===== config.mk =====
export PLATFORM = sky130hd
export DESIGN_NAME = burst_axi_master
export DESIGN_NICKNAME = d
export VERILOG_FILES = /design/src/rtl/burst_axi_master.sv
export SDC_FILE = /design/constraint.sdc
export NUM_CORES = 1
export LEC_CHECK = 0
export ABC_AREA = 1
export BUFFER_PORTS_ARGS = -buffer_cell sky130_fd_sc_hd__buf_2
export CAP_MARGIN = 20
export CORE_AREA = 2 2 180 182
export DETAILED_ROUTE_END_ITERATION = 8
export DIE_AREA = 0 0 182 184
export GPL_TIMING_DRIVEN = 0
export PLACE_DENSITY = 0.58
export SKIP_CTS_REPAIR_TIMING = 1
export SLEW_MARGIN = 20
export SYNTH_ARGS = -nofsm -noshare
export SYNTH_HDL_FRONTEND = slang
export SYNTH_SLANG_ARGS = --single-unit

===== constraint.sdc =====
create_clock -name i_clk -period 2.1 [get_ports i_clk]
set_clock_uncertainty 0.2 [all_clocks]
set_input_delay 0.315 -clock i_clk [delete_from_list [all_inputs] [get_ports i_clk]]
set_output_delay 0.315 -clock i_clk [all_outputs]
set_load 0.01 [all_outputs]

===== src/rtl/burst_axi_master.sv =====
// AXI4 INCR burst master: one user request becomes a legality-checked burst of
// 1..MAX_BEATS beats, with write data streamed in and read data streamed out.
module burst_axi_master #(
  parameter int ADDR_W    = 32,
  parameter int DATA_W    = 64,
  parameter int ID_W      = 1,
  parameter int MAX_BEATS = 16
) (
  input  logic                i_clk,
  input  logic                i_rst_n,
  input  logic [1:0]          i_rw,
  input  logic [ADDR_W-1:0]   i_addr,
  input  logic [2:0]          i_size,
  input  logic [7:0]          i_len,
  input  logic [DATA_W-1:0]   i_wdata,
  input  logic                i_wvalid,
  output logic                o_wready,
  output logic [DATA_W-1:0]   o_rdata,
  output logic                o_rvalid,
  output logic                o_wait,
  input  logic                i_clear,
  output logic                o_done,
  output logic                o_error,
  output logic                o_invalid,
  output logic [ID_W-1:0]     m_axi_awid,
  output logic [ADDR_W-1:0]   m_axi_awaddr,
  output logic [7:0]          m_axi_awlen,
  output logic [2:0]          m_axi_awsize,
  output logic [1:0]          m_axi_awburst,
  output logic                m_axi_awlock,
  output logic [3:0]          m_axi_awcache,
  output logic [2:0]          m_axi_awprot,
  output logic [3:0]          m_axi_awqos,
  output logic [3:0]          m_axi_awregion,
  output logic                m_axi_awvalid,
  input  logic                m_axi_awready,
  output logic [DATA_W-1:0]   m_axi_wdata,
  output logic [DATA_W/8-1:0] m_axi_wstrb,
  output logic                m_axi_wlast,
  output logic                m_axi_wvalid,
  input  logic                m_axi_wready,
  input  logic [ID_W-1:0]     m_axi_bid,
  input  logic [1:0]          m_axi_bresp,
  input  logic                m_axi_bvalid,
  output logic                m_axi_bready,
  output logic [ID_W-1:0]     m_axi_arid,
  output logic [ADDR_W-1:0]   m_axi_araddr,
  output logic [7:0]          m_axi_arlen,
  output logic [2:0]          m_axi_arsize,
  output logic [1:0]          m_axi_arburst,
  output logic                m_axi_arlock,
  output logic [3:0]          m_axi_arcache,
  output logic [2:0]          m_axi_arprot,
  output logic [3:0]          m_axi_arqos,
  output logic [3:0]          m_axi_arregion,
  output logic                m_axi_arvalid,
  input  logic                m_axi_arready,
  input  logic [ID_W-1:0]     m_axi_rid,
  input  logic [DATA_W-1:0]   m_axi_rdata,
  input  logic [1:0]          m_axi_rresp,
  input  logic                m_axi_rlast,
  input  logic                m_axi_rvalid,
  output logic                m_axi_rready
);
  localparam int STRB_W   = DATA_W / 8;
  localparam int OFF_W    = $clog2(STRB_W);
  localparam int SIZE_MAX = $clog2(STRB_W);

  typedef enum logic [2:0] {S_IDLE, S_AW, S_W, S_B, S_AR, S_R} state_t;

  state_t             state_q, state_d;
  logic [ADDR_W-1:0]  addr_q;
  logic [7:0]         len_q;
  logic [2:0]         size_q;
  logic [7:0]         beat_q;
  logic [OFF_W-1:0]   off_q;
  logic [DATA_W-1:0]  rdata_q;
  logic               rvalid_q, done_q, error_q, invalid_q;

  logic        accept, is_write, req_bad;
  logic        bad_size, bad_align, bad_len, bad_4k;
  logic [16:0] span;
  logic        w_hs, r_hs, b_hs, last_beat;
  logic        done_set, err_set, clr;
  logic [7:0]  step_bytes;
  logic [STRB_W-1:0] lane_mask;
  logic        unused_ids;

  assign accept   = (state_q == S_IDLE) && ((i_rw == 2'b01) || (i_rw == 2'b10));
  assign is_write = (i_rw == 2'b01);

  assign bad_size  = i_size > 3'(SIZE_MAX);
  assign bad_align = (i_addr & ((ADDR_W'(1) << i_size) - ADDR_W'(1))) != '0;
  assign bad_len   = {1'b0, i_len} >= 9'(MAX_BEATS);
  assign span      = 17'({1'b0, i_len} + 9'd1) << i_size;
  assign bad_4k    = ({5'd0, i_addr[11:0]} + span) > 17'd4096;
  assign req_bad   = bad_size | bad_align | bad_len | bad_4k;

  assign w_hs      = m_axi_wvalid & m_axi_wready;
  assign r_hs      = m_axi_rvalid & m_axi_rready;
  assign b_hs      = m_axi_bvalid & m_axi_bready;
  assign last_beat = (beat_q == len_q);

  // Lane offset advances by the beat size; alignment is guaranteed, so it wraps cleanly.
  assign step_bytes = 8'd1 << size_q;
  always_comb begin
    lane_mask = '0;
    for (int i = 0; i < STRB_W; i++)
      if (i < int'(step_bytes)) lane_mask[i] = 1'b1;
  end

  always_ff @(posedge i_clk or negedge i_rst_n) begin
    if (!i_rst_n) state_q <= S_IDLE;
    else          state_q <= state_d;
  end

  always_comb begin
    state_d       = state_q;
    m_axi_awvalid = 1'b0;
    m_axi_wvalid  = 1'b0;
    o_wready      = 1'b0;
    m_axi_bready  = 1'b0;
    m_axi_arvalid = 1'b0;
    m_axi_rready  = 1'b0;
    o_wait        = 1'b1;
    unique case (state_q)
      S_IDLE: begin
        o_wait = 1'b0;
        if (accept && !req_bad) state_d = is_write ? S_AW : S_AR;
      end
      S_AW: begin
        m_axi_awvalid = 1'b1;
        if (m_axi_awready) state_d = S_W;
      end
      S_W: begin
        m_axi_wvalid = i_wvalid;
        o_wready     = m_axi_wready;
        if (w_hs && last_beat) state_d = S_B;
      end
      S_B: begin
        m_axi_bready = 1'b1;
        if (m_axi_bvalid) state_d = S_IDLE;
      end
      S_AR: begin
        m_axi_arvalid = 1'b1;
        if (m_axi_arready) state_d = S_R;
      end
      S_R: begin
        m_axi_rready = 1'b1;
        if (m_axi_rvalid && m_axi_rlast) state_d = S_IDLE;
      end
      default: state_d = S_IDLE;
    endcase
  end

  // Set beats clear: a flag raised in the same cycle as i_clear survives.
  assign clr      = i_clear | accept;
  assign done_set = b_hs | (r_hs & m_axi_rlast);
  assign err_set  = (b_hs & (m_axi_bresp != 2'b00)) |
                    (r_hs & ((m_axi_rresp != 2'b00) | (m_axi_rlast != last_beat)));

  always_ff @(posedge i_clk or negedge i_rst_n) begin
    if (!i_rst_n) begin
      addr_q    <= '0;
      len_q     <= '0;
      size_q    <= '0;
      beat_q    <= '0;
      off_q     <= '0;
      rdata_q   <= '0;
      rvalid_q  <= 1'b0;
      done_q    <= 1'b0;
      error_q   <= 1'b0;
      invalid_q <= 1'b0;
    end else begin
      rvalid_q <= 1'b0;
      if (accept && !req_bad) begin
        addr_q <= i_addr;
        len_q  <= i_len;
        size_q <= i_size;
        beat_q <= '0;
        off_q  <= i_addr[OFF_W-1:0];
      end
      if (w_hs) begin
        beat_q <= beat_q + 8'd1;
        off_q  <= off_q + step_bytes[OFF_W-1:0];
      end
      if (r_hs) begin
        beat_q   <= beat_q + 8'd1;
        rdata_q  <= m_axi_rdata;
        rvalid_q <= 1'b1;
      end
      done_q    <= done_set | (done_q & ~clr);
      error_q   <= err_set | (error_q & ~clr);
      invalid_q <= (accept & req_bad) | (invalid_q & ~clr);
    end
  end

  assign o_rdata   = rdata_q;
  assign o_rvalid  = rvalid_q;
  assign o_done    = done_q;
  assign o_error   = error_q;
  assign o_invalid = invalid_q;

  assign m_axi_awid     = '0;
  assign m_axi_awaddr   = addr_q;
  assign m_axi_awlen    = len_q;
  assign m_axi_awsize   = size_q;
  assign m_axi_awburst  = 2'b01;
  assign m_axi_awlock   = 1'b0;
  assign m_axi_awcache  = 4'b0011;
  assign m_axi_awprot   = 3'b000;
  assign m_axi_awqos    = 4'b0000;
  assign m_axi_awregion = 4'b0000;

  assign m_axi_wdata = i_wdata;
  assign m_axi_wstrb = lane_mask << off_q;
  assign m_axi_wlast = last_beat;

  assign m_axi_arid     = '0;
  assign m_axi_araddr   = addr_q;
  assign m_axi_arlen    = len_q;
  assign m_axi_arsize   = size_q;
  assign m_axi_arburst  = 2'b01;
  assign m_axi_arlock   = 1'b0;
  assign m_axi_arcache  = 4'b0011;
  assign m_axi_arprot   = 3'b000;
  assign m_axi_arqos    = 4'b0000;
  assign m_axi_arregion = 4'b0000;

  assign unused_ids = ^{m_axi_bid, m_axi_rid};
endmodule


==> run_results.csv, run 1 <==
group,metric,value,unit
timing,finalHoldViolations,0,
clocking,cts_buffers,17,
worst_setup_path,worstPathArrival,3.22,ns
worst_setup_path,crit_end,"m_axi_araddr[22]",
worst_setup_path,reg2regPathDepth,11,
logic_synthesis,ys_types,40,
logic_synthesis,synth.top_cell.area_share,40.7,%
timing,worst_slew_pin_slew,0.575,ns
grt,grt_pass1_wl,38.6,mm
logic_synthesis,ys_seq_area_share,40.7,%
cells_and_area,nNetsFinal,1775,
grt,overflow,0,
clocking,insertion_delay,0.41,ns
route,num_vias,8271,
run,drv_cap,0,
route,drc,0,
worst_setup_path,r2r_setup_slack,-0.37,ns
route,routed_wl,27.8,mm
timing,tns,-56.58,ns
route,dr.first_iter.drc_count,409,
worst_setup_path,crit_path_cell_trace,"buf_12, ha_4, nand2_4, inv_4, nand2_4, xor2_4, mux2i_2, o21ai_1, mux2i_1, ha_1, nand2_1, nand2_2, a21oi_2, nand2_1, xor2_1, nor2_1, nand4_1, nand2_2, nand2_8, buf_12, clkbuf_16, nand2_1, nand2_1",
die,dieHeight,184,microns
timing,timing.final.ws_setup,-1.03,ns
worst_setup_path,worst-path-buf-inv,4,
placed_design,io_buffers,356,
logic_synthesis,synth-compound-area-share,5.14,%
power,p_leak,7.15,nW
cells_and_area,stdcell_area,12500,sq um
worst_setup_path,cp_num_cells,23,
worst_setup_path,r2r_start,"state_q[1]",
logic_synthesis,synth_cells,1030,
die,initial_utilization,24.5,%
timing,hold_ws,0.0143,ns
clocking,clock-sinks,125,
worst_setup_path,path_class,"primary input to flop",
grt,grt.total_usage,14.8,%
placed_design,dp_hpwl,20.7,mm
clocking,clkTransAtPathRegs,0.07,ns
worst_hold_path,hold_path.class,"primary input to flop",
worst_setup_path,timing.critical_path.from,"i_len[1]",
die,fp.dieW,182,microns
timing,relSlewSlack,61.7,%
placed_design,placed_cell_area,10200,sq um
timing,rsz0062_at_grt,"yes",
route,wl_per_cell,14.0,microns
grt,grt_pass1_vias,7148,
die,pin_count,461,
logic_synthesis,ys_top_cells_by_area,"dfrtp_1 41%, nand2_1 20%, buf_4 14%, inv_1 3.6%, ha_1 3.1%",
route,drtAntennaViolNets,0,
logic_synthesis,yosys.area_share.simple,28.7,%
cells_and_area,utilization,39.9,%
worst_setup_path,timing.rr.end,"m_axi_araddr[22]",
power,ir_worst_vdd,0.474,mV
worst_setup_path,critPathMaxStageDelay,0.32,ns
logic_synthesis,synthXorXnorAreaFrac,1.48,%
worst_setup_path,critPathSlowestCell,"ha_1",
worst_setup_path,crit_family,"simple AND/OR/NAND/NOR gates",
cells_and_area,antenna_cells,0,
outcome,status,"complete, but fails checks",
timing,max_freq,320,MHz
logic_synthesis,synth_fa_ha_area_share,3.61,%
timing,slew_viol_final,0,
cells_and_area,fillers,3190,
cells_and_area,area_growth_syn_to_layout,63.0,%
worst_setup_path,end_kind,"flop",
cells_and_area,drive_above_1_share,43.9,%
logic_synthesis,yosysTopAreaCell,"dfrtp_1",
clocking,cts.htree.levels,4,
worst_setup_path,cp_data_required_time,2.20,ns
grt,grt_max_degree,71,
outcome,violations,"setup timing",
timing,setup_violations,62,
route,routed_via_density,4.18,
timing,min_period,3.13,ns
power,pwr_density_cell,916,nW/um^2
die,core,31400,sq um
logic_synthesis,synth_seq_cells,125,
placed_design,gp_congestion,0.851,
route,firstDrtPassIters,7,
logic_synthesis,ys_warn_count,0,
clocking,cts_root_buffer,"clkbuf_16",
logic_synthesis,syn_area,7690,sq um
worst_setup_path,path_common_cell,"nand2_1",
grt,antenna_found_initial,0,
timing,fin_crit_sh,149,%
logic_synthesis,syn_avg_cell_area,7.46,sq um
worst_setup_path,path_max_fanout,7,
die,die-area,33500,sq um
worst_setup_path,start_kind,"primary input",
logic_synthesis,synth_top_family_by_area,"simple AND/OR/NAND/NOR gates",
logic_synthesis,synthMuxAreaShare,0.391,%
clocking,clk_path_buf_depth,2,
clocking,cts_tree,"built",
die,core.rowCount,65,
cells in the mapped netlist (all sizes together):
cell type    n
conb         2
dfrtp      125
a2111oi      1
o21ai       35
fa           2
o21bai       1
nor2        49
xnor2        3
a22oi        2
buf        155
or2          6
nor3         9
o211ai       3
nor4         2
nand2      417
nand4       12
nand3       47
mux2i        3
nand3b       1
o2111ai      1
ha          19
clkbuf      20
a21oi       17
xor2        10
inv         79
a211oi       1
nor4b        1
o41ai        1
o22ai        6
layout make-up:
class / instances / area [sq um] / share of cell area (%)
multi-input cells: 687 / 3570 / 28.5
flip-flops and latches: 125 / 3140 / 25.0
repair buffers: 481 / 3110 / 24.8
plain buffers: 174 / 1310 / 10.4
well taps: 402 / 503 / 4.02
clock buffers: 17 / 425 / 3.40
inverters: 79 / 307 / 2.45
clock inverters: 15 / 171 / 1.37
kinds of logic after synthesis:
logic type,count (synthesis)
compound gates,68
xor+xnor,13
fa+ha+maj,21
buf+inv,254
flops,125
mux,3
other cells,2
simple gates,544
worst min path at each step:
stage / start / to / cells after the start
floorplan: i_rst_n / beat_q[0] / 0
global placement: o_rdata[48] / o_rdata[48] / 2
detailed placement: i_rst_n / m_axi_araddr[19] / 1
CTS: i_rst_n / m_axi_araddr[19] / 1
global route: i_addr[2] / m_axi_araddr[2] / 3
finish: i_addr[2] / m_axi_araddr[2] / 3
cells in the final DEF (no fill, tap or decap), types with 6 or more instances in the layout:
| master | Yosys | layout |
|---|---|---|
| nor2_1 | 47 | 41 |
| o21ai_1 | 2 | 13 |
| ha_1 | 19 | 13 |
| inv_1 | 74 | 66 |
| dfrtp_2 | 0 | 7 |
| o21ai_0 | 33 | 8 |
| nand4_1 | 12 | 12 |
| dfrtp_1 | 125 | 118 |
| nor3_1 | 8 | 6 |
| xor2_1 | 10 | 8 |
| nand2_2 | 1 | 22 |
| nand3_1 | 47 | 40 |
| nand3_2 | 0 | 6 |
| conb_1 | 2 | 38 |
| ha_4 | 0 | 6 |
| inv_2 | 4 | 11 |
| buf_12 | 0 | 7 |
| dlygate4sd3_1 | 0 | 99 |
| inv_6 | 0 | 6 |
| buf_4 | 148 | 171 |
| a21oi_2 | 0 | 6 |
| o21ai_2 | 0 | 14 |
| clkbuf_2 | 0 | 11 |
| nand2_1 | 415 | 388 |
| a21oi_1 | 17 | 11 |
| clkbuf_16 | 0 | 18 |
| buf_2 | 4 | 351 |
| o22ai_1 | 6 | 6 |
worst register-to-register path: stages, from the launching register on:
cell       delay, ns
dfrtp_1         0.40
nor2_1          0.18
inv_2           0.07
nor2_2          0.12
inv_2           0.05
or2_1           0.32
a2111oi_4       0.44
nand2_8         0.14
buf_12          0.18
clkbuf_16       0.15
nand2_1         0.05
nand2_1         0.05
routing by layer:
layer,vias up,part of all wire [%],GRT usage (%)
met5,-,0,0
met2,282,52,25.8
met1,3856,42,18.9
met4,0,1.3,4.71
met3,22,4.9,2.32
li1,4111,-,-
per-stage QoR:
stage	std cells	setup slack (ns)	power, W
6_report	1980	-1.03	0.0115
4_1_cts	1857	-1.50	0.0111
3_3_place_gp	1824	-1.92	0.00785
2_1_floorplan	1066	-0.928	0.00616
5_1_grt	1980	-1.17	0.0122
3_5_place_dp	1825	-1.94	0.00795
flip-flops by register name, summed over array words and instances, names as in the netlist:
register and flops:
o_done 1, m_axi_araddr 32, o_rvalid 1, beat_q 8
m_axi_arlen 8, state_q 3, off_q 3, o_rdata 64
m_axi_arsize 3, o_error 1, o_invalid 1
report_power, final:
group          switching (W)  total, W  internal [W]
clock                0.00136   0.00306       0.00170
sequential          0.000557   0.00376       0.00321
combinational        0.00259   0.00465       0.00206
Power figures use the tool's default switching activity.
==> run 2: changes to the inputs <==
- RECOVER_POWER: unset -> 100
- SKIP_LAST_GASP: unset -> 1
==> run_results.csv, run 2 (synthesis results as in run 1) <==
group,metric,value,unit
outcome,status,"complete, but fails checks",
outcome,violations,"setup timing",
timing,setup_violations,91,
worst_setup_path,critPathMaxStageDelay,0.32,ns
die,die-area,33500,sq um
route,routed_wl,27.8,mm
worst_setup_path,r2r_start,"state_q[1]",
die,core.rowCount,65,
route,wl_per_cell,14.1,microns
clocking,cts_root_buffer,"clkbuf_16",
grt,grt_pass1_wl,38.6,mm
grt,antenna_found_initial,0,
timing,max_freq,322,MHz
placed_design,gp_congestion,0.851,
power,power.total,0.0113,W
worst_setup_path,crit_family,"simple AND/OR/NAND/NOR gates",
grt,grt_max_degree,71,
grt,overflow,0,
worst_setup_path,r2r_setup_slack,-0.50,ns
die,fp.dieW,182,microns
cells_and_area,area_growth_syn_to_layout,59.1,%
clocking,insertion_delay,0.41,ns
clocking,cts_tree,"built",
timing,worst_slew_pin_slew,1.00,ns
worst_setup_path,path_max_fanout,7,
worst_hold_path,min_from,"i_addr[2]",
timing,slew_viol_final,0,
cells_and_area,regArea,3130,sq um
worst_setup_path,critPathSlowestCell,"ha_1",
power,ir_worst_vdd,0.474,mV
timing,min_period,3.11,ns
clocking,cts_buffers,17,
cells_and_area,drive_above_1_share,31.1,%
placed_design,place_ws,-1.94,ns
route,routed_via_density,4.18,
worst_setup_path,worstPathArrival,3.20,ns
route,drtAntennaViolNets,0,
worst_setup_path,start_kind,"primary input",
cells_and_area,largest_reg_flops,64,
worst_setup_path,timing.rr.end,"m_axi_araddr[22]",
route,firstDrtPassIters,5,
worst_hold_path,hold_path_depth,3,
worst_setup_path,end_kind,"flop",
timing,relSlewSlack,33.3,%
cells_and_area,multi_input_area,3570,sq um
worst_setup_path,reg2regPathDepth,11,
cells_and_area,antenna_cells,0,
clocking,clkTransAtPathRegs,0.07,ns
route,dr.first_iter.drc_count,371,
route,drc,0,
worst_setup_path,crit_path_cell_trace,"buf_12, ha_4, nand2_4, inv_4, nand2_4, xor2_4, mux2i_2, o21ai_1, mux2i_1, ha_1, nand2_1, nand2_2, a21oi_2, nand2_1, xor2_1, nor2_1, nand4_1, nand2_2, nand2_8, buf_12, clkbuf_16, nand2_1, nand2_1",
placed_design,io_buffers,356,
cells_and_area,utilization,39.0,%
worst_setup_path,path_common_cell,"nand2_1",
cells_and_area,layout_commonest_cell,"nand2_1",
worst_setup_path,path_class,"primary input to flop",
timing,finalHoldViolations,0,
clocking,clk_path_buf_depth,2,
die,core,31400,sq um
die,initial_utilization,24.5,%
clocking,cts.htree.levels,4,
clocking,clock-sinks,125,
placed_design,dp_hpwl,20.7,mm
worst_hold_path,hold_path.class,"primary input to flop",
worst_setup_path,worst-path-buf-inv,4,
cells_and_area,final_cell_mix,"389 x nand2_1, 199 x clkbuf_1, 159 x buf_2",
power,pwr_density_cell,921,nW/um^2
cells_and_area,fillers,3310,
power,p_leak,6.46,nW
grt,grt_pass1_vias,7148,
worst_setup_path,cp_data_required_time,2.20,ns
timing,rsz0062_at_grt,"yes",
grt,grt.total_usage,14.8,%
timing,timing.final.ws_setup,-1.01,ns
run,drv_cap,0,
timing,fin_crit_sh,148,%
die,dieHeight,184,microns
die,pin_count,461,
worst_hold_path,min_to,"m_axi_araddr[2]",
cells_and_area,nNetsFinal,1775,
route,num_vias,8284,
## run 2: changes by cell type in the layout (fill, tap and decap cells not counted), moves of 4 or more
cell      previous run  this run
clkbuf_4             5        25
clkbuf_1             2       199
buf_4              171       144
buf_2              351       159
dfrtp_1            118       122
dfrtp_2              7         3
## run 2: layer usage
metal  GRT usage [%]  share of wire, %  vias to the layer above
met5               0                 0                        -
met4            4.71               1.4                        0
met3            2.32               4.5                       26
met2            25.8                52                      295
met1            18.9                43                     3853
li1                -                 -                     4110
## run 2: power by group
part / switching, W / internal [W]
clock network: 0.00136 / 0.00170
registers: 0.000579 / 0.00320
logic: 0.00260 / 0.00182
## run 2: through the flow
step           cells  hold WS, ns  TNS [ns]  instance area (sq um)
2_1_floorplan   1066       -0.181    -49.70                   7870
3_3_place_gp    1824        0.259   -286.54                  10200
3_5_place_dp    1825        0.123   -120.49                  10200
4_1_cts         1857       -0.335    -99.28                  10800
5_1_grt         1980      0.00901    -78.00                  12200
6_report        1980       0.0134    -56.34                  12200
## run 2: how the worst max path moves through the flow
stage | startpoint | end | slack (ns) | cells past startpoint
floorplan | i_len[0] | m_axi_araddr[20] | -0.93 | 27
global placement | i_len[0] | m_axi_araddr[12] | -1.92 | 24
detailed placement | i_len[0] | m_axi_araddr[10] | -1.94 | 24
CTS | i_len[0] | m_axi_araddr[9] | -1.50 | 24
global route | i_len[2] | m_axi_araddr[22] | -1.17 | 24
finish | i_len[1] | m_axi_araddr[22] | -1.01 | 23
## run 2: tightest hold or removal path: cells and delay by family
family / cells / cell delay, ns
buf+inv: 1 / 0.13
simple gates: 2 / 0.15
## run 2: cell type report
cell class / instances / area share [%]
Buffer: 174 / 10.6
Clock buffer: 17 / 3.48
Clock inverter: 15 / 1.40
Inverter: 79 / 2.51
Multi-Input combinational cell: 687 / 29.2
Sequential cell: 125 / 25.6
Tap cell: 402 / 4.11
Timing Repair Buffer: 481 / 23.1
